--- config.mk ---
export PLATFORM = sky130hd
export DESIGN_NAME = config_load_ctrl
export DESIGN_NICKNAME = d
export VERILOG_FILES = /design/src/rtl/cfg_pkg.sv /design/src/rtl/cfg_onehot_dec.sv /design/src/rtl/config_load_ctrl.sv
export SDC_FILE = /design/constraint.sdc
export NUM_CORES = 1
export LEC_CHECK = 0
export BUFFER_PORTS_ARGS = -buffer_cell sky130_fd_sc_hd__buf_2
export CORE_AREA = 2 2 100 102
export DETAILED_ROUTE_END_ITERATION = 7
export DIE_AREA = 0 0 102 104
export GPL_TIMING_DRIVEN = 0
export PLACE_DENSITY = 0.67
export SYNTH_ARGS = -nofsm -noshare
export SYNTH_HDL_FRONTEND = slang
export SYNTH_SLANG_ARGS = --single-unit
--- constraint.sdc ---
create_clock -name clk -period 2.35 [get_ports clk]
set_input_delay 0.235 -clock clk [delete_from_list [all_inputs] [get_ports clk]]
set_output_delay 0.235 -clock clk [all_outputs]
set_load 0.01 [all_outputs]
--- src/rtl/cfg_pkg.sv ---
// Shared constants, FSM states and header helpers for the config-latch loader.
// Pure declarations: no latency.
// No flow control of its own.
package cfg_pkg;

    localparam int DATA_W        = 32;
    localparam int N_WORDS       = 33;
    localparam int IDX_W         = 6;
    localparam int HDR_START_LSB = 0;
    localparam int HDR_COUNT_LSB = 16;

    typedef enum logic [2:0] {
        IDLE,
        WAIT,
        SETUP,
        STROBE,
        HOLD,
        DONE
    } state_t;

    typedef struct packed {
        logic [IDX_W-1:0] start;
        logic [IDX_W-1:0] count;
    } hdr_t;

    function automatic hdr_t hdr_unpack(input logic [DATA_W-1:0] word);
        hdr_t h;
        h.start = word[HDR_START_LSB +: IDX_W];
        h.count = word[HDR_COUNT_LSB +: IDX_W];
        return h;
    endfunction

    // One extra bit on the sum so start+count can never wrap past the bank end.
    function automatic logic hdr_legal(input hdr_t h);
        logic [IDX_W:0] last;
        last = {1'b0, h.start} + {1'b0, h.count};
        return (h.count != '0) && (last <= (IDX_W+1)'(N_WORDS));
    endfunction

endpackage

--- src/rtl/cfg_onehot_dec.sv ---
// Slot index to one-hot latch-enable decoder; indices past the bank give all zeros.
// Latency: combinational.
// No flow control.
module cfg_onehot_dec
    import cfg_pkg::*;
(
    input  logic [IDX_W-1:0]   idx,
    output logic [N_WORDS-1:0] onehot
);

    always_comb begin
        onehot = '0;
        for (int i = 0; i < N_WORDS; i++) begin
            onehot[i] = (idx == IDX_W'(i));
        end
    end

endmodule

--- src/rtl/config_load_ctrl.sv ---
// Loads a header + data burst into the config latch bank with set-up/strobe/hold per word.
// Latency: strobe two cycles after a data word is accepted, 4 cycles per word minimum.
// Backpressure: io_in_ready is high only in IDLE and WAIT; abort drops the burst.
module config_load_ctrl
    import cfg_pkg::*;
(
    input  logic               clk,
    input  logic               reset,
    input  logic               io_in_valid,
    output logic               io_in_ready,
    input  logic [DATA_W-1:0]  io_in_bits,
    input  logic               io_abort,
    output logic [DATA_W-1:0]  io_d_in,
    output logic [N_WORDS-1:0] io_configs_en,
    output logic               io_busy,
    output logic               io_done,
    output logic               io_err
);

    state_t             state;
    state_t             state_nxt;
    logic [IDX_W-1:0]   idx;
    logic [IDX_W-1:0]   rem;
    logic [N_WORDS-1:0] idx_onehot;
    hdr_t               hdr;
    logic               hdr_ok;
    logic               in_acc;

    assign hdr    = hdr_unpack(io_in_bits);
    assign hdr_ok = hdr_legal(hdr);
    // Abort wins over any word presented in the same cycle.
    assign in_acc = io_in_valid && io_in_ready && !io_abort;

    cfg_onehot_dec u_dec (
        .idx    (idx),
        .onehot (idx_onehot)
    );

    always_ff @(posedge clk or negedge reset) begin
        if (!reset) begin
            state <= IDLE;
        end else begin
            state <= state_nxt;
        end
    end

    always_comb begin
        state_nxt = state;
        if (io_abort) begin
            state_nxt = IDLE;
        end else begin
            case (state)
                IDLE:    if (in_acc && hdr_ok) state_nxt = WAIT;
                WAIT:    if (in_acc) state_nxt = SETUP;
                SETUP:   state_nxt = STROBE;
                STROBE:  state_nxt = HOLD;
                HOLD:    state_nxt = (rem == IDX_W'(1)) ? DONE : WAIT;
                DONE:    state_nxt = IDLE;
                default: state_nxt = IDLE;
            endcase
        end
    end

    always_comb begin
        io_in_ready = (state == IDLE) || (state == WAIT);
        io_busy     = (state != IDLE);
        io_done     = (state == DONE);
    end

    // Enables are registered so the strobe is a clean single-cycle pulse with data already settled.
    always_ff @(posedge clk or negedge reset) begin
        if (!reset) begin
            io_d_in       <= '0;
            io_configs_en <= '0;
            io_err        <= 1'b0;
            idx           <= '0;
            rem           <= '0;
        end else begin
            io_configs_en <= (state == SETUP && !io_abort) ? idx_onehot : '0;

            if (state == IDLE && in_acc) begin
                if (hdr_ok) begin
                    io_err <= 1'b0;
                    idx    <= hdr.start;
                    rem    <= hdr.count;
                end else begin
                    io_err <= 1'b1;
                end
            end

            if (state == WAIT && in_acc) begin
                io_d_in <= io_in_bits;
            end

            if (state == HOLD && !io_abort) begin
                idx <= idx + 1'b1;
                rem <= rem - 1'b1;
            end
        end
    end

endmodule

## Yosys cells after proc, flatten, opt, wreduce, memory -nomap -nowiden

Index checks and enable logic that the tools add are counted.

- Logic and storage cells: 81
- Bits in registers: 81
- Input port bits: 36
- Output and inout port bits: 69

- Muxes and demuxes: 13
- Order comparisons: 1
- Equal/unequal tests: 40
- Reduce and logical (&&, ||, !) cells: 18
- Add/sub/neg operators: 3

Operators with widths:

| kind | count |
|---|---|
| $eq 6x5->1 const B | 16 |
| $eq 6x4->1 const B | 8 |
| $mux 6 | 6 |
| $mux 33 | 1 |
| $eq 6x3->1 const B | 4 |
| $pmux 3 s5 | 1 |
| $eq 6x1->1 const B | 2 |
| $eq 6x2->1 const B | 2 |
| $mux 3 | 4 |
| $logic_and 1x1->1 | 8 |
| $add 6x6->7 | 1 |
| $le 7x6->1 const B | 1 |
| $add 6x1->6 const B | 1 |
| $eq 3x2->1 const B | 2 |
| $eq 3x3->1 const B | 2 |
| $eq 6x6->1 const B | 1 |
| $logic_not 6->1 | 1 |
| $ne 3x3->1 const B | 2 |
| $reduce_bool 6->1 | 1 |
| $sub 6x1->6 const B | 1 |
| $reduce_and 2->1 | 2 |
| $reduce_bool 2->1 | 2 |
| $eq 3x1->1 const B | 1 |
| $logic_not 3->1 | 1 |
| 4 further kinds | 4 |

## Longest topological paths before layout

Gate-level depths: netlist of the first run.

- Word-level depth: 8
- Depth in mapped cells: 10
- Gate-level depth less buffers: 9

## Modules after synthesis

From an unflattened synthesis of the first run, not the netlist that was laid out.

- Cell total of the unflattened synthesis: 329
- Area, all modules: 3704.8 µm²

Modules (own cells, without submodules):

| module | cells each | area each (µm²) | times used |
|---|---|---|---|
| config_load_ctrl | 280 | 3442.1 | 1 |
| cfg_onehot_dec | 49 | 262.8 | 1 |

## Worst setup path before layout of the first run

Ideal clock, no wire load.

- Kind: input port to flip-flop
- Start: in io_in_bits[0]
- End: reg rem[4]
- Required time: 2224 ps
- Path buffers: 0
- Arrival: 2266 ps
- Cell stages on the path: 9
- Library setup time: 126 ps
- Slack: -42 ps
- Cells stage by stage: ha_1 inv_1 fa_1 nand2b_1 a21oi_4 mux2_2 nor3_2 nor3_2 a221o_1

- Cells in the longest elaborated chain, start to end: 5

RTL lines:

| element | line | RTL |
|---|---|---|
| start, declared | config_load_ctrl.sv:11 | `input logic [DATA_W-1:0] io_in_bits,` |
| $add 6x6->7 | cfg_pkg.sv:36 | `last = {1'b0, h.start} + {1'b0, h.count};` |
| $le 7x6->1 | cfg_pkg.sv:37 | `return (h.count != '0) && (last <= (IDX_W+1)'(N_WORDS));` |
| $logic_and 1x1->1 | cfg_pkg.sv:37 |  |
| $reduce_bool 2->1 (no line) | n/a |  |
| $reduce_and 2->1 (no line) | n/a |  |
| end signal, assigned | config_load_ctrl.sv:85 | `rem <= hdr.count;` |
| end signal, assigned | config_load_ctrl.sv:97 | `rem <= rem - 1'b1;` |
| end, declared | config_load_ctrl.sv:23 | `logic [IDX_W-1:0] rem;` |

Every way passes these cells.
A chain may end at the register's enable or synchronous reset.

## Worst setup path in the final report of the first run

- Start: in io_in_bits[16]
- End: reg rem[3]

- Cells in the longest elaborated chain, start to end: 5
- Elaborated cells between the ends (all ways): 6
- Classes of those cells: add/sub (1); order compare (1); reduce/logical (4)

RTL lines:

| element | line |
|---|---|
| $add 6x6->7 | cfg_pkg.sv:36 |
| $le 7x6->1 | cfg_pkg.sv:37 |
| $logic_and 1x1->1 (*) | cfg_pkg.sv:37 |
| $reduce_bool 2->1 (no line) (*) | n/a |
| $reduce_and 2->1 (no line) (*) | n/a |

Every way passes the cells marked *; elsewhere a longest branch is shown, timed or not.

==> results of run 1 <==
-- critical path, cell delays in order --
cell and delay (ns):
buf_2 0.10, ha_1 0.18, inv_1 0.06, fa_1 0.40, nand2b_1 0.21, a21oi_4 0.18
mux2_2 0.38, nor3_4 0.25, nor3_4 0.13, a221o_1 0.33
-- worst max-delay path by stage --
stage | endpoint | slack (ns) | cells after the start | start
2_1_floorplan | rem[4] | 0.007 | 9 | io_in_bits[0]
3_3_place_gp | rem[4] | -0.32 | 10 | io_in_bits[16]
3_5_place_dp | rem[5] | -0.35 | 10 | io_in_bits[16]
4_1_cts | rem[4] | 0.03 | 10 | io_in_bits[16]
5_1_grt | rem[3] | -0.01 | 5 | state[1]
6_report | rem[3] | 0.13 | 10 | io_in_bits[16]
-- cells in the final DEF, fill, tap and decap left out, drive strengths merged, types with 7 or more instances in the layout --
cell and instances:
a21oi 8, a221o 7, buf 107, clkbuf 17, dfrtp 81, ha 12, inv 11, mux2 29
nand2 25, nand3 10, nor2 49, nor3 8, o21ai 12
-- Yosys cell counts (6+ instances only) --
library cell,instances,area (um2)
nor3_1,6,30.0
nand3_1,10,50.1
clkbuf_1,7,26.3
nand2_1,25,93.8
nor2_1,48,180
dfrtp_1,81,2030
o21ai_0,12,60.1
mux2_2,29,327
a21oi_1,7,35.0
inv_1,9,33.8
ha_1,12,150
a221o_1,7,70.1
-- flip-flops by register name, indices dropped and copies added, names as in the netlist --
signal	cells
io_configs_en	33
io_err	1
rem	6
state	3
io_d_in	32
idx	6
-- cell families after synthesis --
kind of cell             count (synthesis)
adder cells (fa/ha/maj)                 13
buffers and inverters                   17
XOR/XNOR                                 3
AND/OR/NAND/NOR                        119
AO/OA/AOI/OAI                           42
multiplexers                            29
flip-flops                              81
-- layer usage --
metal,vias to the layer above,global-route usage,share of wire
li1,1288,-,-
met1,1337,0.195,0.43
met5,-,0,0
met4,0,0.0400,0.013
met3,9,0.0410,0.068
met2,94,0.254,0.49
-- metrics by stage --
step                TNS, ns  hold slack, ns  instances
detailed placement    -3.39           0.229        542
finish                    0           0.104        560
global placement      -3.01           0.463        541
floorplan                 0         -0.0606        304
CTS                       0          0.0925        559
global route        -0.0245          0.0990        560
-- layout make-up --
cell class / instances / share of cell area
Sequential cell: 81 / 0.455
Inverter: 9 / 0.00759
Clock buffer: 10 / 0.0309
Timing Repair Buffer: 107 / 0.126
Multi-Input combinational cell: 206 / 0.323
Buffer: 8 / 0.00843
Clock inverter: 6 / 0.0110
Tap cell: 133 / 0.0374
-- power breakdown --
part	total [uW]	internal (uW)	switching, uW
registers	1980	1760	224
logic	1300	610	686
clock network	947	421	525
total	4230	2790	1430
-- what timing repair did --
action | in CTS | in global routing
hold endpoints to repair | 38 | 0
buffers inserted | 0 | 1
hold buffers | 1 | 0
endpoints found under the setup margin | 0 | 10
gates resized for setup | 0 | 1
==> summary.txt, run 1 <==
Status
  – Status: finished, final reports clean

GRT
  – Vias in the first global route: ~2,600
  – Tot GR Track Use: 0.152
  – Antenna violations before repair: 0
  – Grt ovf: 0
  – Largest net degree at the start of global routing: 44
  – First-pass GRT wire length: between 10,000 and 15,000 um

Timing
  – Worst Clk Skew: approximately 0.0084 ns
  – Least-Margin Pin Slew: approximately 0.78 ns
  – Final-report setup violation count: 0
  – Setup ws final: 0.127 ns
  – Fin crit period: roughly 2.2 ns
  – Fin. Hold Viols: 0
  – Slew headroom: 0.479
  – Max-slew violations: 0
  – Period utilisation layout: 0.946
  – Fmax: roughly 0.45 GHz

Yosys
  – Yosys warning total: 0
  – Fraction of registers with async set/reset: 1.00
  – Avg Cell Area, Syn: between 10 and 15 um2
  – Combinational family with the most area after synthesis: simple AND/OR/NAND/NOR gates
  – Adder-Cell Fraction of Synth Area: 0.0483
  – Post-synth EDFFs: 0
  – Xor/xnor share of the synthesized area: 0.00958
  – Mapped Cells: about 300
  – Seq/Total Area, Yosys: 0.575
  – Synth Area in Simple Gates: 0.160
  – Netlist cell types: 46
  – Ys flop type: dfrtp_1
  – Synth Register Bits: 81
  – Synth Area in Compound Gates: 0.0944
  – Post-Syn Area: ~3500 um2
  – Post-synth net total: around 350
  – Post-synthesis mux area share: 0.0927

Min path
  – Hold crit path type: primary input to flip-flop
  – Start point of the worst hold path: io_abort
  – Hold EP: state[0]
  – Worst hold stages: 2

Routing
  – DRC viols: 0
  – Via density: just under 5
  – DR WL/cell: 13.9 um
  – First-pass detailed-route iteration total: 4
  – Total Wirelength: 7800 um
  – Via count: 2,728
  – Antenna Nets Post-Route: 0
  – First DRT Iteration DRCs: approximately 170

Critical path
  – Required @ worst endpoint: around 2.6 ns
  – Worst-path fanout max: 10
  – Crit start category: primary input
  – Worst R2R Setup Slack: around 0.18 ns
  – CP endpoint kind: flip-flop
  – RR Startpoint: state[1]
  – Critical Path AT: around 2.5 ns
  – Worst R2R Path Depth: 5
  – Setup CP Type: primary input to flip-flop
  – Worst reg2reg path endpoint: rem[3]

Layout
  – Non-Filler Cell Area, Final: 4450 um2
  – Multi-input logic area: approximately 1400 um2
  – FF+latch area: between 2000 and 2500 um2
  – Net count, final: approximately 470
  – Syn-to-layout area delta: 26.3%
  – Final core utilization: 0.466
  – FILL cells: 906
  – Antenna cells: 0
  – Layout cells sized above 1: 0.379

Floorplanning
  – Die height: 104 um
  – Ports: 105
  – Die area: roughly 11,000 um2
  – CORE AREA: 9550 um2
  – Row Count: 36
  – Initial Utilization: 0.369
  – Die width: about 100 um

Clock tree
  – Num Clock Sinks: 81
  – Root buf cell: clkbuf_8
  – Clk slew on worst S/H paths: around 0.080 ns
  – Latest clock arrival within the worst-skew pair: ~0.35 ns
  – TritonCTS buffer count: 9
  – H-tree Lvls: 3
  – CTS max path bufs: 2
  – CTS tree: done

Placed design
  – Pre-CTS setup slack: -0.347 ns
  – DP Area: 4240 um2
  – PortBufs: between 100 and 150
  – GP Congestion: 0.811
  – DPL Wire Length: around 5800 um

Power
  – Pwr Total: 4230 uW
  – Leakage: 0.00223 uW
  – Max VDD drop: about 0.5 mV
  – Pwr dens: around 950 nW/um2

Flow run
  – MaxCap Viol Count: 0
No activity file was read; power rests on OpenSTA's default activity.
==> run 2, diff against run 1 <==
--- a/config.mk
+++ b/config.mk
@@ -11,6 +11,7 @@
 export DIE_AREA = 0 0 102 104
 export GPL_TIMING_DRIVEN = 0
 export PLACE_DENSITY = 0.67
+export SETUP_SLACK_MARGIN = 0.4
 export SYNTH_ARGS = -nofsm -noshare
 export SYNTH_HDL_FRONTEND = slang
 export SYNTH_SLANG_ARGS = --single-unit
==> summary.txt, run 2 (same netlist as run 1, synthesis figures left out) <==
Timing
  – Max-slew violations: 0 (unchanged)
  – Fin. Hold Viols: 0 (unchanged)
  – Slew headroom: 0.611 (+0.132)
  – Hold WS: 0.105 ns (+0.00137 ns)
  – Worst Clk Skew: 0.0138 ns (+0.00545 ns)
  – Fin crit period: 1.99 ns (-0.231 ns)
  – Setup TNS: 0 ns (unchanged)
  – Final-report setup violation count: 0 (unchanged)
  – Period utilisation layout: 0.848 (-0.0984)
  – Fmax: 0.502 GHz (+12%)
  – Setup ws final: 0.358 ns (+0.231 ns)
  – Least-Margin Pin Slew: 0.583 ns (-0.196 ns)
  – RSZ-0062 raised after global routing: true

Floorplanning
  – Die height: 104 um (unchanged)
  – Die width: 102 um (unchanged)
  – CORE AREA: 9550 um2 (unchanged)
  – Ports: 105 (unchanged)
  – Initial Utilization: 0.369 (unchanged)
  – Die area: 10,600 um2 (unchanged)
  – Row Count: 36 (unchanged)

Flow run
  – MaxCap Viol Count: 0 (unchanged)

Clock tree
  – Latest clock arrival within the worst-skew pair: 0.36 ns (about the same)
  – Num Clock Sinks: 81 (unchanged)
  – CTS max path bufs: 2 (unchanged)
  – Root buf cell: clkbuf_8
  – Clk slew on worst S/H paths: 0.08 ns (about the same)
  – H-tree Lvls: 3 (unchanged)
  – CTS tree: done
  – TritonCTS buffer count: 9 (unchanged)

Placed design
  – DP Area: 4280 um2 (+0.94%)
  – PortBufs: 104 (unchanged)
  – Pre-CTS setup slack: -0.130 ns (+0.216 ns)
  – GP Congestion: 0.846 (+4.2%)
  – DPL Wire Length: 5840 um (+0.22%)
  – Placed Cells incl. Taps: 542 (unchanged)

Layout
  – FF+latch area: 2030 um2 (unchanged)
  – Net count, final: 480 (+1.9%)
  – Largest registers: io_configs_en x33, io_d_in x32
  – Non-Filler Cell Area, Final: 4690 um2 (+5.5%)
  – Multi-input logic area: 1570 um2 (+9.4%)
  – Number of flip-flops in the largest register: 33 (unchanged)
  – Biggest register: io_configs_en
  – Most common cell after layout, fill and taps aside: buf_2
  – Syn-to-layout area delta: 33.2%
  – FILL cells: 902 (-0.44%)
  – Layout cells sized above 1: 0.429 (+0.0495)
  – Most frequent cells in the layout: 99 x buf_2, 81 x dfrtp_1, 47 x nor2_1, 28 x mux2_2, 25 x nand2_1
  – Antenna cells: 0 (unchanged)
  – Fin cells: 569 (+1.6%)

GRT
  – Tot GR Track Use: 0.163 (+0.0104)
  – GR Util met3: 0.0430 (+0.00202)
  – GR Util met1: 0.208 (+0.0132)
  – GR Util met2: 0.267 (+0.0132)
  – Grt ovf: 0 (unchanged)
  – Antenna violations before repair: 0 (unchanged)
  – Busiest grt layer: met2
  – Largest net degree at the start of global routing: 57 (+30%)
  – First-pass GRT wire length: 13,500 um (+6.4%)
  – Vias in the first global route: 2,696 (+2.0%)

Routing
  – First-pass detailed-route iteration total: 4 (unchanged)
  – DRC viols: 0 (unchanged)
  – Via count: 2,714 (-0.51%)
  – Antenna Nets Post-Route: 0 (unchanged)
  – First DRT Iteration DRCs: 153 (-8.4%)
  – DR WL/cell: 14.4 um (+3.2%)
  – Total Wirelength: 8180 um (+4.9%)
  – Via density: 4.77 (-2.1%)

Critical path
  – Critical Path AT: 2.23 ns (-0.23 ns)
  – CP endpoint kind: flip-flop
  – Worst-path fanout max: 5 (-5)
  – Crit start category: primary input
  – Worst R2R Setup Slack: 0.49 ns (+0.31 ns)
  – Required @ worst endpoint: 2.59 ns (about the same)
  – Setup CP Type: primary input to flip-flop

Status
  – Status: finished, final reports clean

Power
  – Max VDD drop: 0.470 mV (-6.0%)
  – Pwr dens: 917 nW/um2 (-3.5%)
  – Leakage: 0.00231 uW (+3.6%)

Min path
  – Hold crit path type: primary input to flip-flop
## run 2: changes by cell type in the layout (fill, tap and decap cells not counted), moves of 2 or more
cell	delta
buf_2	-4
buf_4	+7
buf_6	+3
buf_8	+2
clkinv_4	+2
ha_1	-5
ha_4	+5
inv_1	-3
inv_2	+3
inv_6	-2
nand3_1	-2
nand3_2	+2
## run 2: power breakdown
group,leakage [uW],switching [uW],internal [uW],total [uW]
clock,0.0000906,537,425,961
combinational,0.00117,708,643,1350
sequential,0.00106,231,1760,1990
## run 2: routing by layer
metal	wire, um	part of all wire
met1	3450	0.42
met2	4140	0.51
met3	470	0.057
met4	119	0.015
met5	0	0
## run 2: cell type report
type,count,share of cell area
timing repair buffer,115,0.142
sequential,81,0.432
clock inverter,6,0.0112
clock buffer,10,0.0293
multi-input combinational,207,0.335
buffer,8,0.00826
inverter,9,0.00720
tap,133,0.0354
## run 2: worst max-delay path, cell delays in order
cell	delay, ns
buf_4	0.13
inv_2	0.06
fa_2	0.40
nand2b_4	0.16
a21oi_4	0.14
mux2_4	0.19
nor3_4	0.05
buf_6	0.13
or2_4	0.26
buf_6	0.13
a221o_1	0.34
## run 2: path summary, 6_finish.rpt
| kind | endpoint | startpoint | cells after the start |
|---|---|---|---|
| min reg2reg | io_d_in[16] | io_d_in[16] | 2 |
| min in group asynchronous | io_configs_en[30] | reset | 2 |
| max reg2reg | io_d_in[11] | state[1] | 4 |
| max in group asynchronous | io_d_in[21] | reset | 3 |
| min | io_d_in[29] | io_in_bits[29] | 2 |
| max | idx[4] | io_in_bits[1] | 11 |
## run 2: stage by stage
| step | util | total power, uW |
|---|---|---|
| floorplan | - | 2790 |
| global placement | 0.445 | 3280 |
| detailed placement | 0.448 | 3330 |
| CTS | 0.484 | 4330 |
| global route | 0.492 | 4610 |
| finish | 0.492 | 4300 |
## run 2: timing repair
action / 4_1_cts / 5_1_grt
endpoints found under the setup margin: 32 / 21
pin swaps: 5 / 6
endpoints found under the hold margin: 25 / 0
buffers inserted: 8 / 0
hold buffers: 1 / 0
cloned: 2 / 0
gates resized for setup: 17 / 16
